$ cat config.mk
export PLATFORM = sky130hd
export DESIGN_NAME = vec_mul_sequencer
export DESIGN_NICKNAME = d
export VERILOG_FILES = /design/src/rtl/vec_mul_sequencer.sv
export SDC_FILE = /design/constraint.sdc
export NUM_CORES = 1
export LEC_CHECK = 0
export ABC_CLOCK_PERIOD_IN_PS = 6700
export CAP_MARGIN = 20
export CORE_AREA = 2 2 78 80
export CTS_CLUSTER_SIZE = 24
export DETAILED_ROUTE_END_ITERATION = 12
export DIE_AREA = 0 0 80 82
export HOLD_SLACK_MARGIN = 0.1
export PLACE_DENSITY = 0.81
export SLEW_MARGIN = 40
export SYNTH_ARGS = -nofsm -noshare
export SYNTH_HDL_FRONTEND = slang
export SYNTH_SLANG_ARGS = --single-unit
$ cat constraint.sdc
create_clock -name clk -period 6.7 [get_ports clk]
set_input_delay 1.34 -clock clk [delete_from_list [all_inputs] [get_ports clk]]
set_output_delay 1.34 -clock clk [all_outputs]
set_load 0.01 [all_outputs]
$ cat src/rtl/vec_mul_sequencer.sv
// Job sequencer for the vector-multiply datapath: optional weight load, then an
// address stream into the unified buffer and a delayed result-write stream.
//
// state   | meaning
// IDLE    | waiting for start; outputs quiet
// WLOAD   | pop one weight set from the FIFO
// WRELOAD | latch the popped weights into the array
// RUN     | address stream and PIPE_LATENCY-delayed result stream
// FIN     | one-cycle done pulse
module vec_mul_sequencer #(
  parameter int ADDRESSSIZE  = 10,
  parameter int MATRIX_SIZE  = 64,
  parameter int PIPE_LATENCY = 3
) (
  input  logic                   clk,
  input  logic                   rstn,
  input  logic                   start,
  input  logic [ADDRESSSIZE-1:0] base_addr,
  input  logic [6:0]             num_vectors,
  input  logic                   reload_weights,
  output logic                   busy,
  output logic                   done,
  output logic                   fifo_read_enable,
  output logic                   weight_reload,
  output logic [ADDRESSSIZE-1:0] sram_address,
  output logic                   addr_valid,
  output logic                   valid_address,
  output logic [5:0]             result_address
);

  localparam int CW = $clog2(PIPE_LATENCY + MATRIX_SIZE + 1);

  typedef enum logic [2:0] {
    IDLE,
    WLOAD,
    WRELOAD,
    RUN,
    FIN
  } state_t;

  state_t                 state;
  logic [CW-1:0]          c_q;
  logic [6:0]             n_q;
  logic [ADDRESSSIZE-1:0] base_q;
  logic                   reload_q;

  logic [6:0]             n_in;
  logic [CW-1:0]          lat_c;
  logic [CW-1:0]          n_c;
  logic [CW-1:0]          last_c;
  logic                   in_addr;
  logic                   in_res;
  logic [ADDRESSSIZE-1:0] addr_off;

  assign n_in     = (num_vectors > 7'(MATRIX_SIZE)) ? 7'(MATRIX_SIZE) : num_vectors;
  assign lat_c    = CW'(PIPE_LATENCY);
  assign n_c      = CW'(n_q);
  assign last_c   = lat_c + n_c - CW'(1);
  assign in_addr  = (c_q < n_c);
  assign in_res   = (c_q >= lat_c) && (c_q < (lat_c + n_c));
  assign addr_off = ADDRESSSIZE'(c_q);

  always_ff @(posedge clk or negedge rstn) begin
    if (!rstn) begin
      state            <= IDLE;
      c_q              <= '0;
      n_q              <= '0;
      base_q           <= '0;
      reload_q         <= 1'b0;
      busy             <= 1'b0;
      done             <= 1'b0;
      fifo_read_enable <= 1'b0;
      weight_reload    <= 1'b0;
      sram_address     <= '0;
      addr_valid       <= 1'b0;
      valid_address    <= 1'b0;
      result_address   <= '0;
    end else begin
      busy             <= 1'b1;
      done             <= 1'b0;
      fifo_read_enable <= 1'b0;
      weight_reload    <= 1'b0;
      sram_address     <= '0;
      addr_valid       <= 1'b0;
      valid_address    <= 1'b0;
      result_address   <= '0;
      case (state)
        IDLE: begin
          busy <= 1'b0;
          // busy is still high on the edge that ends the done cycle, so a
          // start coincident with done is dropped here.
          if (start && !busy) begin
            base_q   <= base_addr;
            n_q      <= n_in;
            reload_q <= reload_weights;
            c_q      <= '0;
            if (n_in == 7'd0)
              state <= FIN;
            else if (reload_weights)
              state <= WLOAD;
            else
              state <= RUN;
          end
        end
        WLOAD: begin
          fifo_read_enable <= 1'b1;
          state            <= WRELOAD;
        end
        WRELOAD: begin
          weight_reload <= 1'b1;
          c_q           <= '0;
          state         <= RUN;
        end
        RUN: begin
          addr_valid    <= in_addr;
          sram_address  <= in_addr ? (base_q + addr_off) : '0;
          valid_address <= in_res;
          result_address <= in_res ? 6'(c_q - lat_c) : 6'd0;
          c_q           <= c_q + CW'(1);
          if (c_q == last_c)
            state <= FIN;
        end
        FIN: begin
          done     <= 1'b1;
          c_q      <= '0;
          reload_q <= 1'b0;
          state    <= IDLE;
        end
        default: begin
          busy  <= 1'b0;
          state <= IDLE;
        end
      endcase
    end
  end

endmodule

==> impl_results.md <==
* Outcome: complete, no violations
* CTS Sinks at 49
* Placer Congestion at 0.805
* Final setup violation count at 0
* Die Height at 82 um
* Fin Hold WS at 0.511 ns
* Largest net degree at the start of global routing at 50
* Crit path time final at 2.81 ns
* Uppermost layer routed: met4
* Buf+Inv Stages, Crit Path at 1
* Hold bufs inserted after CTS at 0
* Worst VDD drop at 0.000157 V
* Synth area leader: dfrtp_1
* Final slew viol count at 0
* Most common cell after layout, fill and taps aside: dfrtp_1
* First-pass iteration count of the detailed router at 5
* 1st-iter DRT viols at 103
* Post_cts resized at 0
* DRC at 0
* Worst EP required at 6.93 ns
* CP max FO at 13
* EDFF count, synth at 0
* Worst setup EP type: flop
* Antenna Cells at 0
* ANT nets after route at 0
* Clock-pin transition on the worst setup and hold timing paths at 0.10 ns
* PwrDens at 322 nW/um^2
* Num CTS Buffers at 5
* Initial antenna violation count at 0
* Max stage delay cell, worst path: dfrtp_1
* Fmax at 356 MHz
* Netlist cell types at 55
* #FFs+latches synth at 49
* Mapped cell area at 3140 sq um
* Met1 wire length at 2980 um
* TNS Setup at 0 ns
* Syn Nets at 397
* CP Launch Type: flop
* Kind of critical path: reg -> reg
* Remaining Overflow, GRT at 0
* Clk buf depth at 2
* CTS tree: done
* Hold Vio Cnt, Final at 0
* Layout cells sized above 1 at 0.0622
* Yosys warning count at 0
* Via density at 5.59
* Hpwl dp at 4760 um
* Max stage delay on crit path at 0.57 ns
* Most frequent cells in the layout: dfrtp_1 (49), nand2_1 (44), clkdlybuf4s50_1 (41)
* Worst-Skew Late Latency at 0.31 ns
* Total Routed Length at 6450 um
* Async S/R FF share, synth at 1.00
* Root Driver: clkbuf_8
* H-tree depth at 2
* Worst path cell trace: inv_1, ha_1, nand3b_4, xnor2_1, ha_1, a21o_1, o311ai_1, nand3_1, nor2_1
* Initial Util at 0.547
* Most frequent cell on the critical path: ha_1
* Cell count along the critical path at 9
* Setup Buffers After CTS at 0
* Row cnt at 28
* Worst-margin pin slew at 0.595 ns
* # port buffers at 42
* Area occupied by multi-input gates at 1780 sq um
* Storage cell area at 1230 sq um
* Synth Instances at 352
* Cell family with most CP delay: simple AND/OR/NAND/NOR gates
* Crit share post-route at 0.419
* RSZ-0062 raised after global routing: no
* HP Class: reg -> reg
* FILL cells at 485
* Slew HR at 0.603
* Post-DR wirelength/cell at 14.0 um
* Layout Nets at 430
* Width of the chip at 80 um
* Vias in the first global route at 2345
* Boundary Pins at 43
* Reg2Reg Depth at 9
* Leakage at 1.64 nW
* Area Overhead vs Synth at 17.2%
* Hold Path Stages at 2
* Maxcap violations at 0
* Syn avg cell area at 8.93 sq um
* First-pass GRT wire length at 10800 um
* Sequential area share after synthesis at 0.390
* Routed wl met3 at 202 um
* Total core area at 5750 sq um
* Met2 routed WL at 3220 um
* Top cells by area, synth: dfrtp_1 (39%), ha_1 (9.2%), nand2_1 (5.3%)
* Synth Flop Type: dfrtp_1
* Die area at 6560 sq um
* Via count at 2575
* Layout Skew at 0.0105 ns
* Tot GR Track Use at 0.207
* Top-area cell type share of the netlist area at 0.390
* Crit path DAT at 3.04 ns
worst reg2reg max path, cell delays in order (launching register included):
cell and delay [ns]:
dfrtp_1 0.57, inv_1 0.23, ha_1 0.32, nand3b_4 0.24, xnor2_1 0.24, ha_1 0.28
a21o_1 0.17, o311ai_1 0.25, nand3_1 0.26, nor2_1 0.16
final timing paths:
kind	end	startpoint	slack [ns]
min reg2reg	base_q[2]	base_q[2]	0.51
max reg2reg	result_address[3]	n_c[0]	3.89
min	base_q[2]	base_q[2]	0.51
max	result_address[3]	n_c[0]	3.89
min in group asynchronous	sram_address[7]	rstn	1.02
max in group asynchronous	c_q[4]	rstn	5.27
cell usage after synthesis (all sizes together) (2+ instances only):
library cell / instances
mux2i: 3
nor4: 2
o211ai: 2
inv: 18
o21ai: 27
dfrtp: 49
xor2: 9
nand2: 44
o31ai: 3
nand3b: 8
nand2b: 7
nor3: 16
xnor2: 15
o2bb2ai: 3
nor2: 34
o21a: 4
nand3: 8
a21o: 3
nor3b: 5
clkbuf: 13
buf: 4
ha: 23
nor2b: 7
a211oi: 3
and3: 6
a21oi: 12
nand4: 4
cells by family after synthesis:
| family | Yosys count | synth area share |
|---|---|---|
| AO/OA/AOI/OAI | 68 | 0.142 |
| XOR/XNOR | 24 | 0.0693 |
| adder cells (fa/ha/maj) | 24 | 0.0979 |
| buffers and inverters | 35 | 0.0454 |
| flip-flops | 49 | 0.390 |
| multiplexers | 4 | 0.0131 |
| AND/OR/NAND/NOR | 148 | 0.242 |
cell type report:
cell class	count	area share
multi-input cells	268	0.484
flip-flops and latches	49	0.333
repair buffers	43	0.115
well taps	75	0.0255
clock buffers	6	0.0197
inverters	18	0.0183
clock inverters	2	0.00374
metal layers:
metal / vias up / GRT usage
li1: 1282 / -
met1: 1225 / 0.278
met2: 62 / 0.345
met3: 6 / 0.0363
met4: 0 / 0.0610
met5: - / 0
sequential cells by signal, summed over array words and instances (netlist names):
name,count
c_q,7
sram_address,10
weight_reload,1
n_c,7
addr_valid,1
state,3
base_q,10
valid_address,1
result_address,6
busy,1
done,1
fifo_read_enable,1
per-stage QoR:
step / worst slack [ns] / std cells / power [mW] / cell area (sq um) / util
finish: 3.89 / 461 / 1.19 / 3680 / 0.641
floorplan: 4.19 / 352 / 0.821 / 3140 / -
global route: 3.67 / 461 / 1.28 / 3680 / 0.641
CTS: 3.89 / 461 / 1.19 / 3680 / 0.640
global placement: 3.99 / 453 / 0.992 / 3590 / 0.625
detailed placement: 3.92 / 453 / 1.01 / 3590 / 0.625
where the power goes:
group	switching (mW)	internal, mW
Sequential	0.0880	0.375
Combinational	0.274	0.271
Clock	0.104	0.0747
Power figures use the tool's default switching activity.
